[src/rtl/water_dispenser_multi_pkg.sv]
// Shared definitions for the multi-outlet water dispenser: state encoding,
// width/tick derivations and the switch-bank digit encoder.
package water_dispenser_multi_pkg;

    localparam logic [1:0] READING_INPUT = 2'd0;
    localparam logic [1:0] DISPENSING    = 2'd1;
    localparam logic [1:0] PAUSED        = 2'd2;

    typedef struct packed {
        logic       valid;
        logic [3:0] digit;
    } digit_t;

    function automatic int unsigned amount_width(input int unsigned digits);
        longint unsigned limit;
        limit = 1;
        for (int unsigned i = 0; i < digits; i++) begin
            limit = limit * 10;
        end
        return $clog2(limit);
    endfunction

    function automatic int unsigned ch_width(input int unsigned channels);
        return (channels <= 1) ? 1 : $clog2(channels);
    endfunction

    function automatic int unsigned ticks_per_ml(input int unsigned ns_per_ml,
                                                 input int unsigned period_ns);
        return ns_per_ml / period_ns;
    endfunction

    // Lowest-index set switch wins; scanning downward lets it overwrite higher ones.
    function automatic digit_t encode_digit(input logic [9:0] switches);
        digit_t result;
        result = '0;
        for (int i = 9; i >= 0; i--) begin
            if (switches[i]) begin
                result.valid = 1'b1;
                result.digit = 4'(i);
            end
        end
        return result;
    endfunction

endpackage

[src/rtl/ml_tick_generator.sv]
// Per-millilitre timer: pulses tick on the last enabled cycle of each millilitre.
module ml_tick_generator #(
    parameter int unsigned TICKS_PER_ML = 5
) (
    input  logic clock,
    input  logic reset,
    input  logic clear,
    input  logic enable,
    output logic tick
);

    localparam int unsigned CNT_W = (TICKS_PER_ML > 1) ? $clog2(TICKS_PER_ML) : 1;
    localparam logic [CNT_W-1:0] LAST = CNT_W'(TICKS_PER_ML - 1);

    logic [CNT_W-1:0] count_q, count_d;

    assign tick = enable && (count_q == LAST);

    always_comb begin
        count_d = count_q;
        if (clear) begin
            count_d = '0;
        end else if (enable) begin
            count_d = tick ? '0 : count_q + 1'b1;
        end
    end

    always_ff @(posedge clock or posedge reset) begin
        if (reset) begin
            count_q <= '0;
        end else begin
            count_q <= count_d;
        end
    end

endmodule

[src/rtl/water_dispenser_multi.sv]
// Multi-outlet dispenser controller: decimal volume entry, channel latch,
// timed one-hot valve drive with pause/resume and cancel.
module water_dispenser_multi
    import water_dispenser_multi_pkg::*;
#(
    parameter int unsigned CHANNEL_COUNT      = 2,
    parameter int unsigned DIGIT_COUNT        = 4,
    parameter int unsigned NS_PER_ML          = 100,
    parameter int unsigned CLOCK_PERIOD_IN_NS = 20,
    localparam int unsigned CH_W              = ch_width(CHANNEL_COUNT),
    localparam int unsigned AMOUNT_W          = amount_width(DIGIT_COUNT)
) (
    input  logic                     clock,
    input  logic                     reset,
    input  logic [9:0]               switches,
    input  logic [CH_W-1:0]          channel_select,
    input  logic                     add_pressed,
    input  logic                     ok_pressed,
    input  logic                     cancel_pressed,
    input  logic                     pause_pressed,
    output logic [AMOUNT_W-1:0]      amount_in_ml,
    output logic [AMOUNT_W-1:0]      remaining_in_ml,
    output logic [CHANNEL_COUNT-1:0] valve,
    output logic                     busy,
    output logic                     done
);

    localparam int unsigned TICKS_PER_ML = ticks_per_ml(NS_PER_ML, CLOCK_PERIOD_IN_NS);
    localparam int unsigned COUNT_W = $clog2(DIGIT_COUNT + 1);
    localparam logic [COUNT_W-1:0] MAX_DIGITS = COUNT_W'(DIGIT_COUNT);
    localparam logic [CH_W:0] CHANNEL_LIMIT = (CH_W + 1)'(CHANNEL_COUNT);

    logic [1:0]          state_q, state_d;
    logic [AMOUNT_W-1:0] amount_q, amount_d;
    logic [AMOUNT_W-1:0] remaining_q, remaining_d;
    logic [COUNT_W-1:0]  digit_count_q, digit_count_d;
    logic [CH_W-1:0]     channel_q, channel_d;
    logic                done_q, done_d;

    logic   win_ok, win_pause, win_add;
    logic   accept_ok, tick, tick_enable, tick_clear;
    digit_t dig;

    // One pulse wins per cycle; a winner that is ignored in the current state blocks the rest.
    assign win_ok    = ok_pressed && !cancel_pressed;
    assign win_pause = pause_pressed && !cancel_pressed && !ok_pressed;
    assign win_add   = add_pressed && !cancel_pressed && !ok_pressed && !pause_pressed;
    assign dig       = encode_digit(switches);

    assign accept_ok = (state_q == READING_INPUT) && win_ok && (amount_q != '0)
                       && ({1'b0, channel_select} < CHANNEL_LIMIT);
    assign tick_enable = (state_q == DISPENSING) && !cancel_pressed;
    assign tick_clear  = accept_ok || cancel_pressed;

    ml_tick_generator #(
        .TICKS_PER_ML(TICKS_PER_ML)
    ) u_ml_tick_generator (
        .clock (clock),
        .reset (reset),
        .clear (tick_clear),
        .enable(tick_enable),
        .tick  (tick)
    );

    always_comb begin
        state_d       = state_q;
        amount_d      = amount_q;
        remaining_d   = remaining_q;
        digit_count_d = digit_count_q;
        channel_d     = channel_q;
        done_d        = 1'b0;

        case (state_q)
            READING_INPUT: begin
                if (cancel_pressed) begin
                    amount_d      = '0;
                    digit_count_d = '0;
                end else if (accept_ok) begin
                    channel_d   = channel_select;
                    remaining_d = amount_q;
                    state_d     = DISPENSING;
                end else if (win_add && dig.valid && (digit_count_q < MAX_DIGITS)) begin
                    amount_d = amount_q * AMOUNT_W'(10) + AMOUNT_W'(dig.digit);
                    // Digits count from the first nonzero one, so leading zeros are free.
                    if ((amount_q != '0) || (dig.digit != 4'd0)) begin
                        digit_count_d = digit_count_q + COUNT_W'(1);
                    end
                end
            end
            DISPENSING, PAUSED: begin
                if (cancel_pressed) begin
                    amount_d      = '0;
                    remaining_d   = '0;
                    digit_count_d = '0;
                    state_d       = READING_INPUT;
                end else if (tick && (remaining_q == AMOUNT_W'(1))) begin
                    amount_d      = '0;
                    remaining_d   = '0;
                    digit_count_d = '0;
                    done_d        = 1'b1;
                    state_d       = READING_INPUT;
                end else begin
                    if (tick) begin
                        remaining_d = remaining_q - AMOUNT_W'(1);
                    end
                    if (win_pause) begin
                        state_d = (state_q == DISPENSING) ? PAUSED : DISPENSING;
                    end
                end
            end
            default: begin
                state_d = READING_INPUT;
            end
        endcase
    end

    always_ff @(posedge clock or posedge reset) begin
        if (reset) begin
            state_q       <= READING_INPUT;
            amount_q      <= '0;
            remaining_q   <= '0;
            digit_count_q <= '0;
            channel_q     <= '0;
            done_q        <= 1'b0;
        end else begin
            state_q       <= state_d;
            amount_q      <= amount_d;
            remaining_q   <= remaining_d;
            digit_count_q <= digit_count_d;
            channel_q     <= channel_d;
            done_q        <= done_d;
        end
    end

    // Decoded from registered state so an asynchronous reset closes the valve at once.
    always_comb begin
        valve = '0;
        for (int i = 0; i < CHANNEL_COUNT; i++) begin
            valve[i] = (state_q == DISPENSING) && (channel_q == CH_W'(i));
        end
    end

    assign amount_in_ml    = amount_q;
    assign remaining_in_ml = remaining_q;
    assign busy            = (state_q != READING_INPUT);
    assign done            = done_q;

endmodule
[config.mk]
export PLATFORM = sky130hd
export DESIGN_NAME = water_dispenser_multi
export DESIGN_NICKNAME = d
export VERILOG_FILES = /design/src/rtl/water_dispenser_multi_pkg.sv /design/src/rtl/ml_tick_generator.sv /design/src/rtl/water_dispenser_multi.sv
export SDC_FILE = /design/constraint.sdc
export NUM_CORES = 1
export LEC_CHECK = 0
export ABC_CLOCK_PERIOD_IN_PS = 8400
export CORE_ASPECT_RATIO = 0.9
export CORE_MARGIN = 3
export CORE_UTILIZATION = 35
export DETAILED_ROUTE_END_ITERATION = 10
export PLACE_DENSITY_LB_ADDON = 0.2
export SLEW_MARGIN = 20
export SYNTH_ARGS = -nofsm -noshare
export SYNTH_HDL_FRONTEND = slang
export SYNTH_SLANG_ARGS = --single-unit
[constraint.sdc]
create_clock -name clock -period 8.4 [get_ports clock]
set_clock_uncertainty 0.1 [all_clocks]
set_input_delay 1.68 -clock clock [delete_from_list [all_inputs] [get_ports clock]]
set_output_delay 1.68 -clock clock [all_outputs]
set_load 0.01 [all_outputs]
==> summary by stage, run 1 <==
Worst hold path
Counting instances, the worst hold path has a depth of 2. The min-delay analysis places its worst path in the category flop to flop. The sink of the worst hold path is digit_count_q[1]$_DFFE_PP0P_. The worst hold path begins at digit_count_q[1]$_DFFE_PP0P_.

Yosys
Of the post-synthesis cell area, the dominant cell type holds 0.3183. The adder and majority cell fraction of the synthesized area is 0.1390. Counting every net in the synthesized netlist gives 400.

The cell area after technology mapping is 2988 um^2. Of the synthesized area, sequential elements account for 0.3183. The fraction of registers with async set or reset after synthesis is 1.000.

The portion of synthesized area spent on multiplexers is 0.007119. Counting flops and latches in the post-synthesis netlist gives 38. The share of synthesized cell area in and, or, nand and nor gates is 0.2060. The post-synthesis area per instance is 8.512 um^2. Ranked by total cell area, the synthesized netlist is headed by sky130_fd_sc_hd__dfrtp_1 32%, sky130_fd_sc_hd__ha_1 13%, sky130_fd_sc_hd__o21ai_0 6.2%. Yosys mapped a number of flops with a built-in enable equal to 0. Synthesis instantiated 58 different standard cells from the library. The most used flip-flop cell after synthesis is sky130_fd_sc_hd__dfrtp_1. The synthesized design spends more area on one cell type than any other, namely sky130_fd_sc_hd__dfrtp_1. The number of synthesis warnings is 0.

Synthesis produced 351 cells. The compound-gate portion of the synthesized area is 0.2173. Of the total synthesized cell area, the portion taken by XOR and XNOR cells is 0.06449. The main combinational cell family by area after synthesis is compound AO/OA/AOI/OAI gates.

Timing
The total count of max-transition violations in the final report is 0. On the final layout, the worst hold slack is 0.3943 ns. Headroom to the max-slew limit came out at 0.5303. For the pin with the worst max-slew slack, the measured transition is 0.6980 ns.

Setup violations remaining at the end of the flow were counted as 0. Dividing the final minimum period by the clock period gives 0.5316. Setup repair after global routing left no endpoint under its margin. The fmax is 224.0 MHz. The number of failing hold endpoints at the final stage was 0. The minimum clock period is 4.465 ns. The setup total negative slack is 0 ns.

CTS
The buffer cell driving the clock tree root is sky130_fd_sc_hd__clkbuf_8. The CTS tree is done. Clock latency on the worst-skew pair, taken at its later pin, is 0.29 ns. The post-cts repair resize count is 0.

The number of sinks driven by the clock tree is 38. The number of H-tree branching levels is 2. The number of buffers created by CTS is 5. The clock passes through at most 2 buffers. The clock slew at the register clock pins of the worst setup and hold paths is 0.07 ns. The total setup buffers inserted after CTS is 0. For this design, the CTS-stage hold fixing added 0 buffers.

Placement
The post-detailed-placement cell area is 3567 um^2. The port buffer count is 48. After detailed placement, the design holds a cell count of 505. Routability-driven placement finished with a final weighted congestion of 0.8396. Summed over all nets, the half-perimeter wirelength after detailed placement is 5731 um.

Floorplan
The total I/O pin count is 49. From bottom edge to top edge, the die measures 93.66 um. The core footprint is 8184 um^2. Row generation in the floorplan step produced 31 rows. In this run the horizontal extent of the chip is 103.4 um. The die outline area is 9683 um^2. The initial utilization of the core area, before any placement, comes to 0.3651.

Global route
The number of antenna violations at the first check in global routing came to 0. The pin count of the biggest net entering global routing is 39. For this run the aggregate overflow at the end of global routing stands at 0. The global router's overall resource usage is 0.1597.

For this run, global-route usage on met3 was measured as 0.02747. The fraction of met1 tracks used by global routing is 0.2208. The first global-routing pass estimated 12280 um of wire. The most crowded layer after global routing is met2. The number of global-route vias before repair is 2514. The met2 usage in global routing is 0.2611.

Setup path
The data required time at the worst endpoint is 8.47 ns. The number of cell instances on the worst register-to-register path is 10. Of all nets on the critical path, the largest fanout is 5. The sort of element at the end of the critical path is a flop. The critical path is of the input pin to flop type.

The setup check on the worst reg-to-reg path leaves a slack of 5.44 ns. The startpoint identified for the worst register-to-register timing path is amount_in_ml[1]$_DFFE_PP0P_. The arrival time of data at the critical path endpoint is 4.53 ns.

The endpoint of the worst register-to-register path is amount_in_ml[12]$_DFFE_PP0P_. The worst setup path is launched from an input pin.

Routing
For this block, the initial DRC count from the detailed router was 136. Using the TritonRoute via totals, the vias-per-cell ratio works out to 5.339. The first TritonRoute pass finished after 4 iterations. The final route contains 2728 vias. The DRC violation count after routing is 0. The count of nets left with antenna violations once routing finished came out at 0. The routed wire length is 7565 um. The per-cell routed wire length is 14.80 um.

Power
The final total power is 1.124 mW. The power per cell area is 307.5 nW/um^2. IR analysis of the VDD net gives a maximum drop of 0.0001029 V. The leakage component of the power is 1.617 nW.

Final layout
Leaving out fill and tap cells, the most frequent cell in the layout is sky130_fd_sc_hd__clkdlybuf4s50_1. For this run, the post-layout net count is 446. The area added between synthesis and finish is 22.36%. The diode insertion count for antenna repair is 0. The finished cells cover 3656 um^2. The fraction of final layout cells sized beyond drive strength 1 is 0.04798. The number of standard cells in the layout, taps in and fillers out is 511.

In the layout the commonest cells are 48 x sky130_fd_sc_hd__clkdlybuf4s50_1, 39 x sky130_fd_sc_hd__nand2_1, 38 x sky130_fd_sc_hd__dfrtp_1.

Job
Max-cap violations in this run came to 0.

Outcome
The run finished with clean final reports.
-- cell type report --
type / instances / area (um^2)
clock buffers: 6 / 82.58
fillers: 811 / 4528
inverters: 24 / 90.09
multi-input cells: 279 / 1901
flip-flops and latches: 38 / 950.9
well taps: 115 / 143.9
repair buffers: 49 / 488.0
-- sequential cells by signal, indices dropped and copies added, names as in the netlist --
name and cells:
amount_in_ml 14, channel_q 1, digit_count_q 3, done 1
remaining_in_ml 14, state_q 2, u_ml_tick_generator.count_q 3
-- report_power, final --
part | switching, mW | internal (mW) | leakage (nW) | total, mW
sequential | 0.0759 | 0.235 | 0.517 | 0.311
combinational | 0.402 | 0.285 | 1.06 | 0.687
clock | 0.0635 | 0.0634 | 0.0431 | 0.127
-- worst max-delay path, cell delays in order --
cell                              delay [ns]
sky130_fd_sc_hd__clkdlybuf4s50_1        0.43
sky130_fd_sc_hd__nor4_1                 0.64
sky130_fd_sc_hd__nor2b_1                0.29
sky130_fd_sc_hd__inv_1                  0.08
sky130_fd_sc_hd__fa_1                   0.45
sky130_fd_sc_hd__nor2_1                 0.11
sky130_fd_sc_hd__nand4b_1               0.10
sky130_fd_sc_hd__nand3_1                0.20
sky130_fd_sc_hd__and2_1                 0.17
sky130_fd_sc_hd__nand4_1                0.12
sky130_fd_sc_hd__xnor2_1                0.16
sky130_fd_sc_hd__o21ai_0                0.08
-- metal layers --
layer,share of wire,vias up
li1,-,1367
met1,0.49,1299
met2,0.46,55
met3,0.037,7
met4,0.0099,0
met5,0,-
-- cell usage after synthesis (all sizes together) (3+ instances only) --
| cell type | count |
|---|---|
| o21ai | 43 |
| nand2 | 40 |
| dfrtp | 38 |
| ha | 30 |
| inv | 24 |
| nor2 | 24 |
| a21oi | 23 |
| nor3 | 15 |
| xnor2 | 12 |
| xor2 | 10 |
| nand3 | 9 |
| clkbuf | 6 |
| nor4 | 6 |
| nand4 | 5 |
| a21o | 4 |
| a31oi | 4 |
| buf | 4 |
| nand2b | 4 |
| a221oi | 3 |
| a22o | 3 |
| a32o | 3 |
| a32oi | 3 |
-- through the flow --
stage                 util  setup WS [ns]
floorplan                -          4.404
CTS                 0.4460          3.912
global route        0.4467          3.677
finish              0.4467          3.935
detailed placement  0.4359          3.600
global placement    0.4359          3.688
-- how the worst max path moves through the flow --
stage | from | slack, ns | to | depth (start not counted)
finish | switches[3] | 3.93 | amount_in_ml[13]$_DFFE_PP0P_ | 12
global route | switches[2] | 3.68 | amount_in_ml[13]$_DFFE_PP0P_ | 12
CTS | switches[3] | 3.91 | amount_in_ml[13]$_DFFE_PP0P_ | 12
detailed placement | switches[3] | 3.60 | amount_in_ml[13]$_DFFE_PP0P_ | 11
global placement | switches[3] | 3.69 | amount_in_ml[13]$_DFFE_PP0P_ | 11
floorplan | switches[3] | 4.40 | amount_in_ml[13]$_DFFE_PP0P_ | 10
-- cells by family after synthesis --
family	count (synthesis)
buf+inv	34
fa+ha+maj	32
compound gates	101
xor+xnor	22
mux	2
simple gates	122
flops	38
Note: power is estimated with default switching activity, not from simulation.
==> inputs of run 2 (changes only) <==
Settings changed: ABC_CLOCK_PERIOD_IN_PS 8400 to 4530.
Clock period 8.4 ns to 4.53 ns, I/O delays scaled along.
==> run 2 against run 1 <==
Register-to-register slack got worse by 3.9 ns. Via count decreased by 1.1%. Worst hold slack better by 0.0081 ns. First-iteration DRC count shrank 35%. Combinational power rose by 85%. Total power is 90% higher. Die area did not move. Clock power grew 130%. Sequential share of layout area shrank 0.25 points. Utilization is 0.43 points higher.
==> summary by stage, run 2 (same netlist as run 1, synthesis figures left out) <==
Routing
The per-cell routed wire length is 14.52 um (-1.9%). The mean number of vias per cell is 5.241 (-1.8%). The routed wire length came to 7477 um (-1.2%). The number of nets with antenna violations after routing came to 0 (unchanged).

The violation count after the first detailed-routing iteration is 88 (-35%). The overall via count from detail_route came to 2699 (-1.1%). The first-pass detailed-route iteration total came to 4 (unchanged). The DRC violation count after routing is 0 (unchanged).

Floorplan
The horizontal die dimension is 103.4 um (unchanged). The die outline area came to 9683 um^2 (unchanged). The core footprint is 8184 um^2 (unchanged). The vertical extent of the die is 93.66 um (unchanged). The number of rows created at floorplan is 31 (unchanged). The total I/O pin count is 49 (unchanged). The starting utilization of the core area is 0.3651 (unchanged).

Timing
Setup repair after global routing left no endpoint under its margin. The share of the clock period used by the worst path is 0.7553. The minimum clock period is 3.422 ns.

The normalized max-slew margin came to 0.5089 (-0.02147). The fmax is 292.3 MHz. The number of failing hold endpoints at the final stage is 0 (unchanged). The setup total negative slack is 0 ns (unchanged). The total count of max-transition violations in the final report is 0 (unchanged). The count of final setup violators was 0 (unchanged).

The actual slew at the worst max-slew pin was 0.7300 ns (+0.03191 ns).

Final layout
The diode insertion count for antenna repair is 0 (unchanged). The filler cell count is 831 (+2.5%). The area growth from synthesis to layout is 23.53%.

The final-stage net count is 448 (+0.45%). The fraction of final layout cells sized beyond drive strength 1 came to 0.05500 (+0.007020). Leaving out fill and tap cells, the most frequent cell in the layout is sky130_fd_sc_hd__clkdlybuf4s50_1.

In the layout the commonest cells are 48 x sky130_fd_sc_hd__clkdlybuf4s50_1, 39 x sky130_fd_sc_hd__nand2_1, 38 x sky130_fd_sc_hd__dfrtp_1.

CTS
The number of H-tree branching levels is 2 (unchanged). The clock latency at the later pin of the worst-skew pair came to 0.30 ns (about the same). The hold buffer count at cts was 0 (unchanged). The number of sinks driven by the clock tree is 38 (unchanged). Clock tree synthesis selected as its root buffer the cell sky130_fd_sc_hd__clkbuf_8. The number of buffers created by CTS is 5 (unchanged).

The number of buffers between clock root and the deepest sink is 2 (unchanged). The clock slew at the register clock pins of the worst setup and hold paths is 0.08 ns (about the same). The post-cts repair resize count was 0 (unchanged). TritonCTS built the clock tree. The total setup buffers inserted after CTS is 0 (unchanged).

Power
The maximum vdd ir drop was 0.0001904 V (+85%). The leakage component of the power is 1.642 nW (+1.5%). The power per cell area is 578.1 nW/um^2 (+88%). The final total power came to 2.134 mW (+90%).

Setup path
The top fanout value on the critical path is 5 (unchanged). The category of the most critical setup path is input pin to flop. The worst setup path is captured at a flop. The arrival time of data at the critical path endpoint is 3.54 ns (-0.99 ns). STA classifies the critical path startpoint as an input pin. The data required time at the worst endpoint is 4.65 ns (-3.82 ns). Grouping stages by cell kind, the critical path spends the most delay in simple AND/OR/NAND/NOR gates. The highest cell delay on the worst timing path is 0.47 ns (-0.17 ns). The master of the slowest instance on the critical path is sky130_fd_sc_hd__fa_1. Traced cell by cell, the critical path runs through clkdlybuf4s50_1 -> nor4_1 -> buf_4 -> nor2b_1 -> inv_1 -> fa_1 -> a211o_1 -> nand3_1 -> and2_1 -> nand4_1 -> xnor2_1 -> o21ai_0. The worst path buffer plus inverter count is 3 (+1).

Global route
The wire length of the first global-routing pass is 12540 um (+2.2%). The aggregate global routing overflow is 0 (unchanged). met2 is the most crowded layer.

The pin count of the biggest net entering global routing is 39 (unchanged). The global router's overall resource usage is 0.1625 (+0.002769). The number of antenna violations at the first check in global routing is 0 (unchanged). The met3 demand-to-capacity share in global routing was 0.03415 (+0.006682). The fraction of met1 tracks used by global routing came to 0.2209 (about the same). The met2 usage in global routing came to 0.2627 (+0.001592).

The number of global-route vias before repair is 2620 (+4.2%).

Placement
The weighted congestion at the end of routability-driven global placement is 0.8324 (-0.86%). The port buffer count came to 48 (unchanged). The total half-perimeter wirelength after legalization and detailed placement is 5688 um (-0.74%).

Worst hold path
The path class of the tightest hold or removal check is flop to flop.

Outcome
The run finished with clean final reports.

Job
The number of max-cap violations came to 0 (unchanged).
## run 2: layer usage
metal  part of all wire  routed length (um)
met3              0.042                 317
met1               0.48                3595
met2               0.46                3469
met5                  0                   0
met4              0.013                  94
## run 2: final timing paths
check / start / endpoint / slack, ns / cells past startpoint
max: switches[3] / amount_in_ml[13]$_DFFE_PP0P_ / 1.11 / 12
min: digit_count_q[1]$_DFFE_PP0P_ / digit_count_q[1]$_DFFE_PP0P_ / 0.40 / 2
max reg2reg: amount_in_ml[3]$_DFFE_PP0P_ / amount_in_ml[13]$_DFFE_PP0P_ / 1.51 / 10
min reg2reg: digit_count_q[1]$_DFFE_PP0P_ / digit_count_q[1]$_DFFE_PP0P_ / 0.40 / 2
max in group asynchronous: reset / u_ml_tick_generator.count_q[1]$_DFFE_PP0P_ / 3.05 / 3
min in group asynchronous: reset / digit_count_q[0]$_DFFE_PP0P_ / 0.93 / 3
## run 2: per-stage QoR
stage	cells	util	setup WS, ns	hold WS (ns)	cell area, um^2
detailed placement	507	0.4377	0.7640	0.3899	3582
floorplan	351	-	1.308	0.3538	2988
global placement	507	0.4377	0.8289	0.3682	3582
global route	515	0.4510	0.8212	0.4372	3691
finish	515	0.4510	1.108	0.4024	3691
CTS	515	0.4510	1.083	0.4069	3691
## run 2: report_power, final
part | internal (mW) | switching [mW]
logic | 0.530 | 0.740
clock network | 0.162 | 0.128
registers | 0.435 | 0.138
## run 2: worst reg2reg max path: cells and delay by family, from the launching register on
| kind | cells | cell delay (ns) |
|---|---|---|
| compound gates | 3 | 0.68 |
| flops | 1 | 0.48 |
| simple gates | 2 | 0.32 |
| xor+xnor | 2 | 0.39 |
| fa+ha+maj | 3 | 0.97 |
## run 2: cell type report
class | instances | area (um^2) | area share
multi-input combinational | 279 | 1894 | 0.5132
clock inverter | 3 | 40.04 | 0.01085
tap | 115 | 143.9 | 0.03898
sequential | 38 | 950.9 | 0.2576
inverter | 24 | 90.09 | 0.02441
timing repair buffer | 51 | 503.0 | 0.1363
clock buffer | 5 | 68.82 | 0.01864
==> inputs of run 3 (changes only) <==
Settings changed: ABC_CLOCK_PERIOD_IN_PS 4530 to 3220.
Clock period 4.53 ns to 3.22 ns, I/O delays scaled along.
==> run 3 against run 2 <==
Non-clock buffer count increased by 17. Utilization up 1.4 points. Worst hold slack improved by 0.0050 ns. Largest cell class unchanged. Die area stayed put. First-iteration DRC count increased by 8.0%. Routed wire length rose by 3.8%. Cell count increased by 3.3%. Sequential power is 37% higher. Clock-buffer cell count is 2 higher. Total power is 42% higher.
==> summary by stage, run 3 (same netlist as run 1, synthesis figures left out) <==
Outcome
The run finished with clean final reports.

Timing
In the finished design, the share of the clock period the worst path needs comes to 0.9360. The actual slew at the worst max-slew pin is 0.6661 ns (-0.06391 ns). The clock period could shrink to 3.014 ns.

The total count of max-transition violations in the final report was 0 (unchanged). The normalized max-slew margin came to 0.5559 (+0.04703). Setup repair after global routing could not meet its margin everywhere. The number of failing hold endpoints at the final stage is 0 (unchanged).

The setup total negative slack is 0 ns (unchanged). For this run, the top clock speed supported by timing is 331.8 MHz. The count of final setup violators is 0 (unchanged).

Placement
The placed cell count is 524 (+3.4%). The weighted congestion at the end of routability-driven global placement came to 0.8068 (-3.1%). The port buffer count is 48 (unchanged).

The total half-perimeter wirelength after legalization and detailed placement is 5992 um (+5.3%).

CTS
The total setup buffers inserted after CTS is 0 (unchanged). The number of sinks driven by the clock tree is 38 (unchanged). The number of buffers between clock root and the deepest sink came to 2 (unchanged).

The clock slew at the register clock pins of the worst setup and hold paths is 0.08 ns (about the same). The cell sitting at the root of the clock tree is a sky130_fd_sc_hd__clkbuf_8. The clock latency at the later pin of the worst-skew pair came to 0.29 ns (about the same). TritonCTS built the clock tree. The hold buffer count at cts is 0 (unchanged). The number of H-tree branching levels was 2 (unchanged). The number of buffers created by CTS is 5 (unchanged).

Power
The power per cell area is 796.8 nW/um^2 (+38%). The leakage component of the power is 1.717 nW (+4.6%). The maximum vdd ir drop is 0.0002511 V (+32%).

Final layout
Compared with the post-synthesis result, the final layout area differs by 27.43%. The most common library cell in the layout ignoring fill and taps is sky130_fd_sc_hd__clkdlybuf4s50_1. The final-stage net count is 465 (+3.8%). The fraction of final layout cells sized beyond drive strength 1 is 0.09353 (+0.03853). The library cells used most frequently in the layout, excluding fill and tap cells, are 48 x sky130_fd_sc_hd__clkdlybuf4s50_1, 39 x sky130_fd_sc_hd__nand2_1, 38 x sky130_fd_sc_hd__dfrtp_1.

The diode insertion count for antenna repair is 0 (unchanged). The number of standard cells in the layout, taps in and fillers out is 532 (+3.3%).

Floorplan
The starting utilization of the core area was 0.3651 (unchanged). The number of rows created at floorplan is 31 (unchanged). The total I/O pin count is 49 (unchanged). The core footprint came to 8184 um^2 (unchanged).

The die outline area came to 9683 um^2 (unchanged). The vertical extent of the die is 93.66 um (unchanged). The horizontal die dimension is 103.4 um (unchanged).

Setup path
The number of cell instances on the worst register-to-register path was 10 (unchanged). The worst setup path is captured at a flop. The critical path goes through clkdlybuf4s50_1 -> nor4_2 -> nor2b_1 -> inv_1 -> fa_1 -> a211o_1 -> nand3_1 -> and2_1 -> nand4_1 -> xnor2_1 -> o21ai_0. The arrival time of data at the critical path endpoint came to 3.08 ns (-0.46 ns). STA classifies the critical path startpoint as an input pin. The category of the most critical setup path is input pin to flop. For this design, the slowest cell found on the critical path is sky130_fd_sc_hd__clkdlybuf4s50_1. The top fanout value on the critical path is 4 (-1). The highest cell delay on the worst timing path is 0.45 ns (-0.02 ns). The data required time at the worst endpoint came to 3.29 ns (-1.36 ns).

Routing
The first-pass detailed-route iteration total is 7 (+3). The DRC violation count after routing is 0 (unchanged). The violation count after the first detailed-routing iteration is 95 (+8.0%). The per-cell routed wire length is 14.58 um (+0.44%). The overall via count from detail_route is 2797 (+3.6%).

The number of nets with antenna violations after routing is 0 (unchanged). The routed wire length is 7758 um (+3.8%). The mean number of vias per cell is 5.258 (+0.32%).

Global route
The aggregate global routing overflow came to 0 (unchanged). The wire length of the first global-routing pass was 13080 um (+4.2%). The met3 demand-to-capacity share in global routing is 0.02376 (-0.01039).

The global router's overall resource usage came to 0.1690 (+0.006523). The most crowded layer after global routing is met2. The number of antenna violations at the first check in global routing came to 0 (unchanged).

The number of global-route vias before repair is 2745 (+4.8%). The pin count of the biggest net entering global routing is 39 (unchanged). The fraction of met1 tracks used by global routing is 0.2374 (+0.01650).

The met2 usage in global routing is 0.2702 (+0.007431).

Worst hold path
The cell depth of the worst min-delay path is 2 (unchanged). The path type of the worst min-delay path is flop to flop.

Job
The number of max-cap violations is 0 (unchanged).
-- run 3: changes by cell type in the layout (fill, tap and decap cells not counted), sizes merged --
cell / change
buf: +17
clkinv: -1
bufinv: -1
clkbuf: +2
-- run 3: cell type report --
cell class	count	area [um^2]
clock inverter	1	5.005
clock buffer	7	86.33
multi-input combinational	279	1901
inverter	24	90.09
timing repair buffer	68	630.6
tap	115	143.9
sequential	38	950.9
fill	823	4377
-- run 3: routing by layer --
layer	vias to the layer above	wire length, um	share of wire
li1	1401	-	-
met1	1335	3822	0.49
met2	51	3628	0.47
met3	10	244	0.031
met4	0	63	0.0081
met5	-	0	0
-- run 3: path summary, 6_finish.rpt --
kind | start | to | slack, ns
setup / recovery | switches[3] | amount_in_ml[13]$_DFFE_PP0P_ | 0.21
hold / removal | digit_count_q[1]$_DFFE_PP0P_ | digit_count_q[1]$_DFFE_PP0P_ | 0.41
hold reg to reg | digit_count_q[1]$_DFFE_PP0P_ | digit_count_q[1]$_DFFE_PP0P_ | 0.41
max in group asynchronous | reset | remaining_in_ml[11]$_DFFE_PP0P_ | 2.00
min in group asynchronous | reset | digit_count_q[2]$_DFFE_PP0P_ | 0.67
setup reg to reg | amount_in_ml[2]$_DFFE_PP0P_ | amount_in_ml[12]$_DFFE_PP0P_ | 0.33
-- run 3: repair_timing --
item	in CTS	in global routing
resized for setup	0	1
setup endpoints to repair	0	2
endpoints found under the hold margin	0	0
-- run 3: worst max-delay path: cells and delay by family --
kind / cells / cell delay (ns)
and+or+nand+nor: 5 / 0.98
adders and majority gates: 1 / 0.45
buffers and inverters: 2 / 0.53
AOI/OAI and AO/OA: 2 / 0.33
xor gates and xnor gates: 1 / 0.15
-- run 3: where the power goes --
part           switching [mW]  internal (mW)  leakage (nW)
combinational            1.09          0.810          1.15
clock                   0.175          0.173        0.0482
sequential              0.171          0.613         0.517
-- run 3: metrics by stage --
step / hold slack (ns) / setup slack [ns] / util / cell area (um^2) / power (mW)
CTS: 0.4030 / 0.1298 / 0.4645 / 3801 / 3.049
detailed placement: 0.3858 / -0.1787 / 0.4533 / 3710 / 2.692
global placement: 0.3774 / -0.1112 / 0.4533 / 3710 / 2.662
finish: 0.4075 / 0.2061 / 0.4652 / 3807 / 3.034
floorplan: 0.3538 / 0.2602 / - / 2988 / 2.026
global route: 0.4602 / -0.03004 / 0.4652 / 3807 / 3.315
